## config.mk

```make
export PLATFORM = sky130hd
export DESIGN_NAME = ctrl_pipe_unit
export DESIGN_NICKNAME = d
export VERILOG_FILES = /design/src/rtl/ctrl_pkg.sv /design/src/rtl/ctrl_decode.sv /design/src/rtl/ctrl_pipe_unit.sv
export SDC_FILE = /design/constraint.sdc
export NUM_CORES = 1
export LEC_CHECK = 0
export ABC_AREA = 1
export CAP_MARGIN = 40
export CORE_ASPECT_RATIO = 0.7
export CORE_MARGIN = 5
export CORE_UTILIZATION = 50
export DETAILED_ROUTE_END_ITERATION = 16
export GPL_ROUTABILITY_DRIVEN = 0
export PLACE_DENSITY = 0.85
export SYNTH_ARGS = -nofsm -noshare
export SYNTH_HDL_FRONTEND = slang
export SYNTH_SLANG_ARGS = --single-unit
```

## constraint.sdc

```tcl
create_clock -name clk -period 2.6 [get_ports clk]
set_input_delay 0.65 -clock clk [delete_from_list [all_inputs] [get_ports clk]]
set_output_delay 0.65 -clock clk [all_outputs]
set_load 0.05 [all_outputs]
```

## src/rtl/ctrl_pkg.sv

```systemverilog
// Shared definitions for the pipelined control unit: opcodes, control bundle
// bit positions, forwarding select encodings and the halt FSM state type.
package ctrl_pkg;

    localparam int unsigned CTRL_W = 10;

    // Opcode map
    localparam logic [3:0] OP_ADD    = 4'h0;
    localparam logic [3:0] OP_SUB    = 4'h1;
    localparam logic [3:0] OP_XOR    = 4'h2;
    localparam logic [3:0] OP_RED    = 4'h3;
    localparam logic [3:0] OP_SLL    = 4'h4;
    localparam logic [3:0] OP_SRA    = 4'h5;
    localparam logic [3:0] OP_ROR    = 4'h6;
    localparam logic [3:0] OP_PADDSB = 4'h7;
    localparam logic [3:0] OP_LW     = 4'h8;
    localparam logic [3:0] OP_SW     = 4'h9;
    localparam logic [3:0] OP_LLB    = 4'hA;
    localparam logic [3:0] OP_LHB    = 4'hB;
    localparam logic [3:0] OP_B      = 4'hC;
    localparam logic [3:0] OP_BR     = 4'hD;
    localparam logic [3:0] OP_PCS    = 4'hE;
    localparam logic [3:0] OP_HLT    = 4'hF;

    // Control bundle bit positions
    localparam int unsigned B_REGWRITE = 9;
    localparam int unsigned B_MEMWRITE = 8;
    localparam int unsigned B_MEMTOREG = 7;
    localparam int unsigned B_MEMREAD  = 6;
    localparam int unsigned B_BRANCH   = 5;
    localparam int unsigned B_ALUSRC   = 4;
    localparam int unsigned B_LXB      = 3;
    localparam int unsigned B_PCSTORE  = 2;
    localparam int unsigned B_BRREG    = 1;
    localparam int unsigned B_HLT      = 0;

    // EX operand source selects
    localparam logic [1:0] FWD_RF  = 2'b00;
    localparam logic [1:0] FWD_MEM = 2'b01;
    localparam logic [1:0] FWD_WB  = 2'b10;

    typedef enum logic [1:0] {RUN, DRAIN, HALTED} state_e;

endpackage

```

## src/rtl/ctrl_decode.sv

```systemverilog
// Combinational opcode decoder: opcode + valid -> control bundle and
// source-register usage flags. An invalid slot decodes to all zeros.
module ctrl_decode
    import ctrl_pkg::*;
(
    input  logic              valid_i,
    input  logic [3:0]        opcode_i,
    output logic [CTRL_W-1:0] ctrl_o,
    output logic              uses_rs_o,
    output logic              uses_rt_o
);

    // Decode one opcode into its bundle and source usage
    always_comb begin
        ctrl_o    = '0;
        uses_rs_o = 1'b0;
        uses_rt_o = 1'b0;
        if (valid_i) begin
            ctrl_o[B_REGWRITE] = (opcode_i <= OP_LW) || (opcode_i == OP_LLB) ||
                                 (opcode_i == OP_LHB) || (opcode_i == OP_PCS);
            ctrl_o[B_MEMWRITE] = (opcode_i == OP_SW);
            ctrl_o[B_MEMTOREG] = (opcode_i == OP_LW);
            ctrl_o[B_MEMREAD]  = (opcode_i == OP_LW);
            ctrl_o[B_BRANCH]   = (opcode_i == OP_B) || (opcode_i == OP_BR);
            ctrl_o[B_ALUSRC]   = (opcode_i == OP_SLL) || (opcode_i == OP_SRA) ||
                                 (opcode_i == OP_ROR) || (opcode_i >= OP_LW);
            ctrl_o[B_LXB]      = (opcode_i == OP_LLB) || (opcode_i == OP_LHB);
            ctrl_o[B_PCSTORE]  = (opcode_i >= OP_B);
            ctrl_o[B_BRREG]    = (opcode_i == OP_BR);
            ctrl_o[B_HLT]      = (opcode_i == OP_HLT);
            uses_rs_o          = (opcode_i <= OP_LHB) || (opcode_i == OP_BR);
            uses_rt_o          = (opcode_i <= OP_RED) || (opcode_i == OP_PADDSB) ||
                                 (opcode_i == OP_SW);
        end
    end

endmodule

```

## src/rtl/ctrl_pipe_unit.sv

```systemverilog
// Pipelined control unit: decodes in ID, carries the bundle through EX/MEM/WB,
// detects RAW hazards, drives stall / PC enable / IF flush and drains the pipe
// on HLT. Define CTRL_FWD_EN to enable EX operand forwarding, which reduces
// stalls to the load-use case only.
module ctrl_pipe_unit
    import ctrl_pkg::*;
#(
    parameter int unsigned REG_AW = 4
) (
    input  logic              clk,
    input  logic              rst,
    input  logic              id_valid,
    input  logic [3:0]        id_opcode,
    input  logic [REG_AW-1:0] id_rs,
    input  logic [REG_AW-1:0] id_rt,
    input  logic [REG_AW-1:0] id_rd,
    input  logic              id_br_taken,
    input  logic              mem_busy,
    output logic              id_stall,
    output logic              pc_en,
    output logic              flush_if,
    output logic [CTRL_W-1:0] ex_ctrl,
    output logic [CTRL_W-1:0] mem_ctrl,
    output logic [CTRL_W-1:0] wb_ctrl,
    output logic [REG_AW-1:0] wb_rd,
    output logic [1:0]        fwd_a,
    output logic [1:0]        fwd_b,
    output logic              halted
);

    state_e state_q, state_d;

    logic              id_valid_eff;
    logic [CTRL_W-1:0] id_ctrl;
    logic              uses_rs, uses_rt;
    logic              hazard;
    logic              ex_hit;

    logic              ex_valid_q, mem_valid_q;
    logic [CTRL_W-1:0] ex_ctrl_q, mem_ctrl_q, wb_ctrl_q;
    logic [REG_AW-1:0] ex_rd_q, mem_rd_q, wb_rd_q;

    // Once draining or halted, whatever sits in ID is treated as a bubble.
    assign id_valid_eff = id_valid && (state_q == RUN);

    ctrl_decode u_decode (
        .valid_i   (id_valid_eff),
        .opcode_i  (id_opcode),
        .ctrl_o    (id_ctrl),
        .uses_rs_o (uses_rs),
        .uses_rt_o (uses_rt)
    );

    assign ex_hit = (ex_rd_q != '0) &&
                    ((uses_rs && (ex_rd_q == id_rs)) || (uses_rt && (ex_rd_q == id_rt)));

`ifdef CTRL_FWD_EN
    logic [REG_AW-1:0] ex_rs_q, ex_rt_q;

    // Only a load in EX cannot be forwarded in time.
    assign hazard = ex_valid_q && ex_ctrl_q[B_MEMREAD] && ex_hit;

    // Source addresses of the EX instruction, for forwarding compares
    always_ff @(posedge clk) begin
        if (rst) begin
            ex_rs_q <= '0;
            ex_rt_q <= '0;
        end else if (!mem_busy) begin
            ex_rs_q <= (id_valid_eff && !hazard) ? id_rs : '0;
            ex_rt_q <= (id_valid_eff && !hazard) ? id_rt : '0;
        end
    end

    // Operand source select; the younger MEM result wins over WB
    always_comb begin
        fwd_a = FWD_RF;
        fwd_b = FWD_RF;
        if (mem_valid_q && mem_ctrl_q[B_REGWRITE] && (mem_rd_q != '0) && (mem_rd_q == ex_rs_q))
            fwd_a = FWD_MEM;
        else if (wb_ctrl_q[B_REGWRITE] && (wb_rd_q != '0) && (wb_rd_q == ex_rs_q))
            fwd_a = FWD_WB;
        if (mem_valid_q && mem_ctrl_q[B_REGWRITE] && (mem_rd_q != '0) && (mem_rd_q == ex_rt_q))
            fwd_b = FWD_MEM;
        else if (wb_ctrl_q[B_REGWRITE] && (wb_rd_q != '0) && (wb_rd_q == ex_rt_q))
            fwd_b = FWD_WB;
    end
`else
    logic mem_hit;

    assign mem_hit = (mem_rd_q != '0) &&
                     ((uses_rs && (mem_rd_q == id_rs)) || (uses_rt && (mem_rd_q == id_rt)));
    // WB needs no stall: the regfile writes before it is read.
    assign hazard  = (ex_valid_q && ex_ctrl_q[B_REGWRITE] && ex_hit) ||
                     (mem_valid_q && mem_ctrl_q[B_REGWRITE] && mem_hit);
    assign fwd_a   = FWD_RF;
    assign fwd_b   = FWD_RF;
`endif

    // Halt FSM next state and pipeline control outputs; mem_busy overrides all
    always_comb begin
        state_d  = state_q;
        pc_en    = 1'b0;
        flush_if = 1'b0;
        id_stall = mem_busy || hazard;
        if (!mem_busy) begin
            unique case (state_q)
                RUN: begin
                    pc_en    = !hazard;
                    flush_if = id_ctrl[B_BRANCH] && id_br_taken && !hazard;
                    if (id_ctrl[B_HLT] && !hazard) state_d = DRAIN;
                end
                DRAIN: begin
                    flush_if = 1'b1;
                    // HLT enters WB on this edge
                    if (mem_valid_q && mem_ctrl_q[B_HLT]) state_d = HALTED;
                end
                HALTED: flush_if = 1'b1;
                default: state_d = RUN;
            endcase
        end
    end

    // FSM state register
    always_ff @(posedge clk) begin
        if (rst) state_q <= RUN;
        else     state_q <= state_d;
    end

    // Stage registers: freeze on mem_busy, bubble into EX on a stall
    always_ff @(posedge clk) begin
        if (rst) begin
            ex_valid_q  <= 1'b0;
            ex_ctrl_q   <= '0;
            ex_rd_q     <= '0;
            mem_valid_q <= 1'b0;
            mem_ctrl_q  <= '0;
            mem_rd_q    <= '0;
            wb_ctrl_q   <= '0;
            wb_rd_q     <= '0;
        end else if (!mem_busy) begin
            ex_valid_q  <= id_valid_eff && !hazard;
            ex_ctrl_q   <= hazard ? '0 : id_ctrl;
            ex_rd_q     <= (id_valid_eff && !hazard) ? id_rd : '0;
            mem_valid_q <= ex_valid_q;
            mem_ctrl_q  <= ex_ctrl_q;
            mem_rd_q    <= ex_rd_q;
            wb_ctrl_q   <= mem_ctrl_q;
            wb_rd_q     <= mem_rd_q;
        end
    end

    assign ex_ctrl  = ex_ctrl_q;
    assign mem_ctrl = mem_ctrl_q;
    assign wb_ctrl  = wb_ctrl_q;
    assign wb_rd    = wb_rd_q;
    assign halted   = (state_q == HALTED);

endmodule

```

Word level (Yosys, flattened, before mapping)
Cells that the tools add are included.
Operators by class
  shift operators: 0
  equal/unequal tests: 20
  add/subtract/negate cells: 0
  order comparisons: 5
  div/mod/pow operators: 0
  muxes and demuxes: 12
  reductions and logical operators: 37
  bitwise gates (word level): 2
  multiply operators: 0
Operators with widths (count)
  $eq 4x4->1 const B: 8
  $mux 10: 2
  $eq 4x3->1 const B: 4
  $eq 4x4->1: 4
  $logic_and 1x1->1: 16
  $logic_or 1x1->1: 15
  $ge 4x4->1 const B: 2
  $le 4x4->1 const B: 2
  $reduce_bool 4->1: 2
  $pmux 2 s3: 1
  $mux 1: 5
  $le 4x2->1 const B: 1
  $mux 2: 2
  $mux 4: 1
  $reduce_and 4->1: 1
  $eq 2x1->1 const B: 1
  $eq 2x2->1 const B: 1
  $logic_not 2->1: 1
  $ne 2x1->1 const B: 1
  $ne 2x2->1 const B: 1
  $not 1->1: 2
  $pmux 1 s2: 1
  $reduce_or 2->1: 1
  $logic_not 1->1: 1
Storage, ports and cells
  memory bits (writable): 0
  memories kept: 0
  bits of input ports: 21
  logic and storage cells: 85
  memory bits (read-only): 0
  flip-flop bits (word level): 46
  output and inout port bits: 42
  latch bits: 0

Depth between registers and ports, before layout
Gate-level depths: netlist of run 1.
  depth in word-level cells: 13
  gate-level depth with buffers: 12
  mapped depth without buffers: 12

Modules after synthesis
A second synthesis of run 1 with hierarchy kept.
Unflattened totals
  cell total of the unflattened synthesis: 327
  area total of the unflattened synthesis: 2235.9 um^2
Modules (own cells, without submodules)
  ctrl_pipe_unit: cells each 293, area each 2084.5 um^2, times used 1, seq. area each 920.9 um^2
  ctrl_decode: cells each 34, area each 151.4 um^2, times used 1, seq. area each 0.0 um^2

Worst setup path after synthesis of run 1
OpenSTA, ideal clock, no wires.
  path type: input -> output
  start: in id_opcode[3]
  end: out pc_en
  data required time: 1950 ps
  cell stages on the path: 12
  path slack: -388 ps
  buffers on the path: 0
  arrival time: 2338 ps
  cells stage by stage: nand2_1 inv_4 nand2_1 nand2_1 nor2_1 nand2_1 nand2_1 nand2_1 nand2_2 nand2_4 nand2_1 nor2_1
Between the ends
  longest elaborated chain between the ends: 12
Ends and longest elaborated chain
  start: declaration: RTL line ctrl_pipe_unit.sv:13  | input logic [3:0] id_opcode,
  $le 4x2->1 or $eq 4x3->1 (tied branches): RTL line ctrl_decode.sv:32  | uses_rt_o = (opcode_i <= OP_RED) || (opcode_i == OP_PADDSB) ||
  $logic_or 1x1->1 (2 in series): RTL line ctrl_decode.sv:32
  $mux 1: RTL line ctrl_decode.sv:18  | if (valid_i) begin
  $logic_and 1x1->1, on equally long branches: RTL line ctrl_pipe_unit.sv:55, ctrl_pipe_unit.sv:91
  $logic_or 1x1->1, on equally long branches: RTL line ctrl_pipe_unit.sv:55, ctrl_pipe_unit.sv:91
  $logic_and 1x1->1, on equally long branches: RTL line ctrl_pipe_unit.sv:54, ctrl_pipe_unit.sv:90
  $logic_and 1x1->1, on equally long branches: RTL line ctrl_pipe_unit.sv:93, ctrl_pipe_unit.sv:94
  $logic_or 1x1->1 (*): RTL line ctrl_pipe_unit.sv:93  | assign hazard = (ex_valid_q && ex_ctrl_q[B_REGWRITE] && ex_hit) ||
  $logic_not 1->1 (*): RTL line ctrl_pipe_unit.sv:108  | pc_en = !hazard;
  $mux 1 (*): RTL line ctrl_pipe_unit.sv:106  | unique case (state_q)
  $mux 1 (*): RTL line ctrl_pipe_unit.sv:105  | if (!mem_busy) begin
  end: declaration: RTL line ctrl_pipe_unit.sv:20  | output logic pc_en,
Mark *: on every way between the ends. The rest lies on a longest branch, timed or not.

Final worst setup path of run 1
  start: in id_rs[3]
  end: out flush_if
Between the ends
  longest elaborated chain between the ends: 10
Ends and longest elaborated chain
  start: declaration: RTL line ctrl_pipe_unit.sv:14  | input logic [REG_AW-1:0] id_rs,
  $eq 4x4->1, on equally long branches: RTL line ctrl_pipe_unit.sv:55, ctrl_pipe_unit.sv:91
  $logic_and 1x1->1, on equally long branches: RTL line ctrl_pipe_unit.sv:55, ctrl_pipe_unit.sv:91
  $logic_or 1x1->1, on equally long branches: RTL line ctrl_pipe_unit.sv:55, ctrl_pipe_unit.sv:91
  $logic_and 1x1->1, on equally long branches: RTL line ctrl_pipe_unit.sv:54, ctrl_pipe_unit.sv:90
  $logic_and 1x1->1, on equally long branches: RTL line ctrl_pipe_unit.sv:93, ctrl_pipe_unit.sv:94
  $logic_or 1x1->1 (*): RTL line ctrl_pipe_unit.sv:93
  $logic_not 1->1 (*): RTL line ctrl_pipe_unit.sv:109  | flush_if = id_ctrl[B_BRANCH] && id_br_taken && !hazard;
  $logic_and 1x1->1 (*): RTL line ctrl_pipe_unit.sv:109
  $pmux 1 s2 (*): RTL line ctrl_pipe_unit.sv:106
  $mux 1 (*): RTL line ctrl_pipe_unit.sv:105
  end: declaration: RTL line ctrl_pipe_unit.sv:21  | output logic flush_if,
Marks and branches as above.

==> results of run 1 <==
-- layout by cell type, fill, tap and decap left out --
master and count:
sky130_fd_sc_hd__a21oi_1 27, sky130_fd_sc_hd__nand3_1 13, sky130_fd_sc_hd__nand2_4 2, sky130_fd_sc_hd__clkbuf_2 9, sky130_fd_sc_hd__a211o_1 1, sky130_fd_sc_hd__dlygate4sd2_1 1, sky130_fd_sc_hd__buf_12 2, sky130_fd_sc_hd__clkbuf_1 1
sky130_fd_sc_hd__clkdlybuf4s50_1 43, sky130_fd_sc_hd__clkinvlp_4 1, sky130_fd_sc_hd__clkinv_2 1, sky130_fd_sc_hd__inv_1 21, sky130_fd_sc_hd__o21ai_0 33, sky130_fd_sc_hd__nor2_2 4, sky130_fd_sc_hd__nand2_2 7, sky130_fd_sc_hd__buf_2 1
sky130_fd_sc_hd__a21oi_4 2, sky130_fd_sc_hd__nand2_1 59, sky130_fd_sc_hd__nor4_1 1, sky130_fd_sc_hd__dfxtp_1 43, sky130_fd_sc_hd__ha_1 5, sky130_fd_sc_hd__xor2_1 6, sky130_fd_sc_hd__or2_2 1, sky130_fd_sc_hd__clkbuf_8 5
sky130_fd_sc_hd__inv_4 1, sky130_fd_sc_hd__nand3_4 1, sky130_fd_sc_hd__clkdlybuf4s15_1 1, sky130_fd_sc_hd__clkinv_1 1, sky130_fd_sc_hd__a41oi_1 2, sky130_fd_sc_hd__nor2_4 2, sky130_fd_sc_hd__nor2_1 44, sky130_fd_sc_hd__nand3_2 1
sky130_fd_sc_hd__buf_4 18, sky130_fd_sc_hd__conb_1 4, sky130_fd_sc_hd__nand4_1 1, sky130_fd_sc_hd__inv_2 5
-- worst max-delay path: stages --
cell and delay, ns:
sky130_fd_sc_hd__dlygate4sd2_1 0.25, sky130_fd_sc_hd__xor2_1 0.17, sky130_fd_sc_hd__nor2_1 0.06, sky130_fd_sc_hd__nand2_1 0.07
sky130_fd_sc_hd__nand2_1 0.08, sky130_fd_sc_hd__nand2_2 0.07, sky130_fd_sc_hd__nand2_2 0.08, sky130_fd_sc_hd__nand2_4 0.09
sky130_fd_sc_hd__nand3_4 0.08, sky130_fd_sc_hd__a21oi_4 0.15, sky130_fd_sc_hd__buf_12 0.15
-- cell families (layout without fill, tap and decap cells) --
kind of cell,after synthesis,after routing,synth area share
XOR/XNOR,6,6,0.0252
adder cells (fa/ha/maj),5,5,0.0300
AO/OA/AOI/OAI,65,65,0.162
buffers and inverters,47,111,0.0997
flip-flops,43,43,0.413
other,1,4,0.00180
AND/OR/NAND/NOR,136,136,0.268
-- synth_stat cells (2+ instances only) --
master	n	area, µm²
sky130_fd_sc_hd__nand2_1	64	240
sky130_fd_sc_hd__dfxtp_1	43	861
sky130_fd_sc_hd__ha_1	5	62.6
sky130_fd_sc_hd__a41oi_1	2	17.5
sky130_fd_sc_hd__inv_1	25	93.8
sky130_fd_sc_hd__buf_4	7	52.6
sky130_fd_sc_hd__clkbuf_1	10	37.5
sky130_fd_sc_hd__nand2_2	3	18.8
sky130_fd_sc_hd__xor2_1	6	52.6
sky130_fd_sc_hd__nand3_1	15	75.1
sky130_fd_sc_hd__buf_2	2	10.0
sky130_fd_sc_hd__nor2_1	49	184
sky130_fd_sc_hd__o21ai_0	33	165
sky130_fd_sc_hd__a21oi_1	29	145
-- power by group through the flow --
| stage | combinational [µW] | sequential (µW) | clock, µW |
|---|---|---|---|
| 2_1_floorplan | 215 | 825 | 0 |
| 3_3_place_gp | 451 | 741 | 0 |
| 3_5_place_dp | 459 | 742 | 0 |
| 4_1_cts | 467 | 727 | 419 |
| 5_1_grt | 508 | 734 | 443 |
| 6_report | 470 | 727 | 418 |
-- sequential cells by signal, summed over array words and instances (netlist names) --
name,flops
ex_ctrl,9
mem_ctrl,9
wb_ctrl,9
ex_rd_q,4
mem_rd_q,4
wb_rd,4
state_q,2
ex_valid_q,1
mem_valid_q,1
-- final timing paths --
kind / endpoint / from / slack, ns / cells after the start
max: flush_if / id_rs[3] / 0.04 / 11
min: ex_ctrl[8] / ex_ctrl[8] / 0.49 / 2
max reg2reg: state_q[1] / state_q[0] / 0.84 / 9
min reg2reg: ex_ctrl[8] / ex_ctrl[8] / 0.49 / 2
-- timing repair --
item | 4_1_cts | 5_1_grt
setup buffers | 1 | 0
endpoints found under the setup margin | 3 | 3
resized for setup | 32 | 22
pin swaps | 3 | 6
-- final cells by class --
type | instances | area share
inverter | 28 | 0.0372
clock buffer | 6 | 0.0251
multi-input combinational | 216 | 0.380
timing repair buffer | 75 | 0.233
sequential | 43 | 0.297
clock inverter | 2 | 0.00432
tap | 52 | 0.0225
-- layer usage --
layer  GRT usage  routed length, µm  up-vias
met1       0.267               2490      957
li1            -                  -     1087
met2       0.313               2420       76
met3      0.0449                466       16
met4      0.0632                131        0
met5           0                  0        -
-- through the flow --
step                      utilization  hold WS, ns  cell area, µm²
after floorplan                     -        0.455            2110
after global placement          0.702        0.462            2790
after detailed placement        0.702        0.470            2790
after CTS                       0.737        0.484            2920
after global routing            0.729        0.512            2890
final                           0.729        0.485            2890
==> PnR_summary.wiki, run 1 <==
{| class="wikitable"
! Metric !! Value
|-
| Status || complete, no violations
|-
| Static Leak || 0.00126 µW
|-
| Worst Setup Slack, final || 0.0439 ns
|-
| Post-detailed-placement half-perimeter wirelength || 3.80 mm
|-
| Number of antenna violations at the first check in global routing || 0
|-
| Clock tree sinks || 43
|-
| Placement-stage worst setup slack || -0.335 ns
|-
| Max Root-Sink Buffers || 2
|-
| Fin cells || 422
|-
| Achievable clock frequency || 391 MHz
|-
| Data required, critical path || 1.95 ns
|-
| Final slew viol count || 0
|-
| Level count of the clock H-tree || 2
|-
| Startpoint types || primary input
|-
| Sequential fraction of the synthesis area || 0.413
|-
| Yosys reg bits || 43
|-
| Layout cells sized above 1 || 0.170
|-
| Die width || 87.2 µm
|-
| Root Buffer || sky130_fd_sc_hd__clkbuf_8
|-
| Number of cell rows || 19
|-
| Routed WL || 5.51 mm
|-
| Final Setup Violations || 0
|-
| Net count of the finished layout || 395
|-
| Clock Latency Late Sink || 0.30 ns
|-
| CTS tree || yes
|-
| Slew of the pin with the lowest slew margin || 0.519 ns
|-
| Filler instances || 324
|-
| Number of ports placed on the die boundary || 63
|-
| Period utilization || 0.983
|-
| P&R area growth vs syn || 38.9%
|-
| Vias || 2,136
|-
| Die outline height || 64.0 µm
|-
| Overall Global Routing Usage || 0.197
|-
| Vias per cell || 5.06
|-
| Mapped cell area || 2080 µm²
|-
| Count of antenna diodes in the layout || 0
|-
| Count of flip-flops with a built-in enable after synthesis || 0
|-
| Dominant register cell in the synthesized netlist || sky130_fd_sc_hd__dfxtp_1
|-
| Worst clock skew || 0.00647 ns
|-
| Synthesis warning total || 0
|-
| Start-to-end type of the worst setup path || in -> out
|-
| Final worst path period need || 2.56 ns
|-
| Antenna viol nets, final || 0
|-
| Hold buffers post-CTS || 0
|-
| Max-capacitance violation count || 0
|-
| Total global routing overflow || 0
|-
| Buffers on Ports || 58
|-
| Highest ir drop seen on vdd || 0.359 mV
|-
| Pwr dens || 558 nW/µm²
|-
| Number of buffers created by CTS || 5
|-
| Switching share of total power || 0.350
|-
| Starting Density || 0.525
|-
| Data arrival, critical path || 1.91 ns
|-
| DP Cell Count || 413
|-
| Core Footprint || 3970 µm²
|-
| Average instance area after synthesis || 6.88 µm²
|-
| Wire length of the first global-routing pass || 8.85 mm
|-
| Worst slew margin relative to its limit || 0.653
|-
| Register area || 861 µm²
|-
| Sequential share of power || 0.450
|-
| Number of DRC markers in iteration 0 || 167
|-
| Drt first pass iters || 4
|-
| Remaining routing DRC violations || 0
|-
| Area of the multi-input gates || 1100 µm²
|-
| Crit path capture type || output port
|-
| Pwr Total || 1610 µW
|-
| TNS Setup || 0 ns
|-
| Logic pwr share || 0.291
|-
| Routed wirelength normalized by instance count || 13.1 µm
|-
| Clock input transition at the sequential cells of the worst setup and hold paths || 0.08 ns
|-
| Synthesized netlist cell count || 303
|-
| Count of different cell masters after synthesis || 24
|-
| Area of the die || 5580 µm²
|-
| Hold/Removal Path Class || reg -> reg
|-
| Internal power of the cells || 1050 µW
|-
| Number of global-route vias before repair || 1,897
|-
| Part of the total power dissipated in the clock network || 0.259
|-
| Largest fanout of any net on the critical path || 3
|-
| Share of async-settable or async-resettable flops after synthesis || 0
|-
| Maximum number of pins on one net before global-route repair || 45
|-
| Net load switching power || 566 µW
|-
| Final hold vios || 0
|}
(Power assumes the default switching activity.)
==> run 2: changes to the inputs <==
--- a/config.mk
+++ b/config.mk
@@ -12,6 +12,7 @@
 export CORE_UTILIZATION = 50
 export DETAILED_ROUTE_END_ITERATION = 16
 export GPL_ROUTABILITY_DRIVEN = 0
+export MAX_ROUTING_LAYER = met4
 export PLACE_DENSITY = 0.85
 export SYNTH_ARGS = -nofsm -noshare
 export SYNTH_HDL_FRONTEND = slang
==> run 2 against run 1 <==
  * Total power fell by 0.14%
  * Maximum frequency barely moved
  * Cell count did not move
  * Worst setup slack barely moved
  * Critical endpoint unchanged
  * Highest routed layer unchanged
  * Critical path depth did not move
  * First-iteration DRC count fell by 6.6%
  * Wire length fell by 0.16%
  * Clock power barely moved
  * Register-to-register slack barely moved
==> PnR_summary.wiki, run 2 (synthesis gave the netlist of run 1 again) <==
{| class="wikitable"
! Metric !! Value
|-
| Data required, critical path || 1.95 ns
|-
| Final slew viol count || 0
|-
| Number of DRC markers in iteration 0 || 156
|-
| Pwr dens || 557 nW/µm²
|-
| Overall Global Routing Usage || 0.203
|-
| Smallest hold slack || 0.485 ns
|-
| Routed WL || 5.50 mm
|-
| Maximum number of pins on one net before global-route repair || 45
|-
| Status || complete, no violations
|-
| Buffers on Ports || 58
|-
| Pwr Total || 1610 µW
|-
| Most used cells in the layout excluding fill and tap cells || sky130_fd_sc_hd__nand2_1, sky130_fd_sc_hd__nor2_1, sky130_fd_sc_hd__dfxtp_1, sky130_fd_sc_hd__clkdlybuf4s50_1, sky130_fd_sc_hd__o21ai_0
|-
| Antenna viol nets, final || 0
|-
| Crit path capture type || output port
|-
| Total global routing overflow || 0
|-
| Clock tree sinks || 43
|-
| Highest ir drop seen on vdd || 0.359 mV
|-
| Routed wirelength normalized by instance count || 13.0 µm
|-
| Starting Density || 0.525
|-
| Worst Setup Slack, final || 0.0441 ns
|-
| Wire length of the first global-routing pass || 8.85 mm
|-
| Vias per cell || 5.06
|-
| Start-to-end type of the worst setup path || in -> out
|-
| Number of buffers created by CTS || 5
|-
| Max-capacitance violation count || 0
|-
| Post-detailed-placement half-perimeter wirelength || 3.80 mm
|-
| Die width || 87.2 µm
|-
| Data arrival, critical path || 1.91 ns
|-
| Core Footprint || 3970 µm²
|-
| Number of global-route vias before repair || 1,897
|-
| Period utilization || 0.983
|-
| Level count of the clock H-tree || 2
|-
| Area of the die || 5580 µm²
|-
| Achievable clock frequency || 391 MHz
|-
| FF-to-FF path depth || 9
|-
| Static Leak || 0.00126 µW
|-
| Worst Hold Depth || 2
|-
| Worst clock skew || 0.00661 ns
|-
| Die outline height || 64.0 µm
|-
| Root Buffer || sky130_fd_sc_hd__clkbuf_8
|-
| Vias || 2,134
|-
| Placement-stage worst setup slack || -0.335 ns
|-
| Drt first pass iters || 4
|-
| Final worst path period need || 2.56 ns
|-
| Final hold vios || 0
|-
| Slew of the pin with the lowest slew margin || 0.518 ns
|-
| Clock input transition at the sequential cells of the worst setup and hold paths || 0.08 ns
|-
| Max Root-Sink Buffers || 2
|-
| Worst slew margin relative to its limit || 0.654
|-
| Number of cell rows || 19
|-
| Hold/Removal Path Class || reg -> reg
|-
| Net count of the finished layout || 395
|-
| Fin cells || 422
|-
| Most common library cell in the layout ignoring fill and taps || sky130_fd_sc_hd__nand2_1
|-
| Clock Latency Late Sink || 0.29 ns
|-
| CTS tree || yes
|-
| Final Setup Violations || 0
|-
| Filler instances || 324
|-
| Count of antenna diodes in the layout || 0
|-
| Number of antenna violations at the first check in global routing || 0
|-
| Remaining routing DRC violations || 0
|-
| Number of ports placed on the die boundary || 63
|-
| DP Cell Count || 413
|-
| P&R area growth vs syn || 38.9%
|-
| Startpoint types || primary input
|-
| Largest fanout of any net on the critical path || 3
|-
| Layout cells sized above 1 || 0.170
|}
[run 2: cell counts in the layout (fill, tap and decap cells not counted)]
Identical to the previous run, type by type.
[run 2: stage by stage]
| stage | setup TNS (ns) | area (µm²) | util |
|---|---|---|---|
| after floorplan | -0.0433 | 2110 | - |
| after global placement | -0.768 | 2790 | 0.702 |
| after detailed placement | -0.916 | 2790 | 0.702 |
| after CTS | 0 | 2920 | 0.737 |
| after global routing | -0.0255 | 2890 | 0.729 |
| final | 0 | 2890 | 0.729 |
[run 2: critical path, cell delays in order]
cell                            delay [ns]
sky130_fd_sc_hd__dlygate4sd2_1        0.25
sky130_fd_sc_hd__xor2_1               0.17
sky130_fd_sc_hd__nor2_1               0.06
sky130_fd_sc_hd__nand2_1              0.07
sky130_fd_sc_hd__nand2_1              0.08
sky130_fd_sc_hd__nand2_2              0.07
sky130_fd_sc_hd__nand2_2              0.08
sky130_fd_sc_hd__nand2_4              0.09
sky130_fd_sc_hd__nand3_4              0.08
sky130_fd_sc_hd__a21oi_4              0.15
sky130_fd_sc_hd__buf_12               0.15
[run 2: area by class of cell]
| type | count | area [µm²] | share of cell area |
|---|---|---|---|
| Multi-Input combinational cell | 216 | 1100 | 0.380 |
| Sequential cell | 43 | 861 | 0.297 |
| Timing Repair Buffer | 75 | 674 | 0.233 |
| Inverter | 28 | 108 | 0.0372 |
| Clock buffer | 6 | 72.6 | 0.0251 |
| Tap cell | 52 | 65.1 | 0.0225 |
| Clock inverter | 2 | 12.5 | 0.00432 |
[run 2: repair_timing]
action / in CTS / in global routing
pin swaps: 3 / 6
cloned: 0 / 0
setup endpoints to repair: 3 / 3
setup buffers: 1 / 0
hold buffers: 0 / 0
resized for setup: 32 / 22
[run 2: layer usage]
metal	wire length [µm]	vias to the layer above	GRT usage
li1	-	1087	-
met1	2420	947	0.269
met2	2430	85	0.313
met3	527	15	0.0398
met4	121	0	0.0632
met5	0	-	-
[run 2: final timing paths]
path,from,to,slack [ns]
worst max-delay path,id_rs[3],flush_if,0.04
worst min-delay path,ex_ctrl[8],ex_ctrl[8],0.48
worst max register to register,state_q[0],state_q[1],0.84
worst min register to register,ex_ctrl[8],ex_ctrl[8],0.48
[run 2: power breakdown]
part | switching (µW) | internal [µW] | leakage, µW
logic | 306 | 164 | 0.000868
registers | 29.2 | 698 | 0.000353
clock network | 228 | 188 | 0.0000412
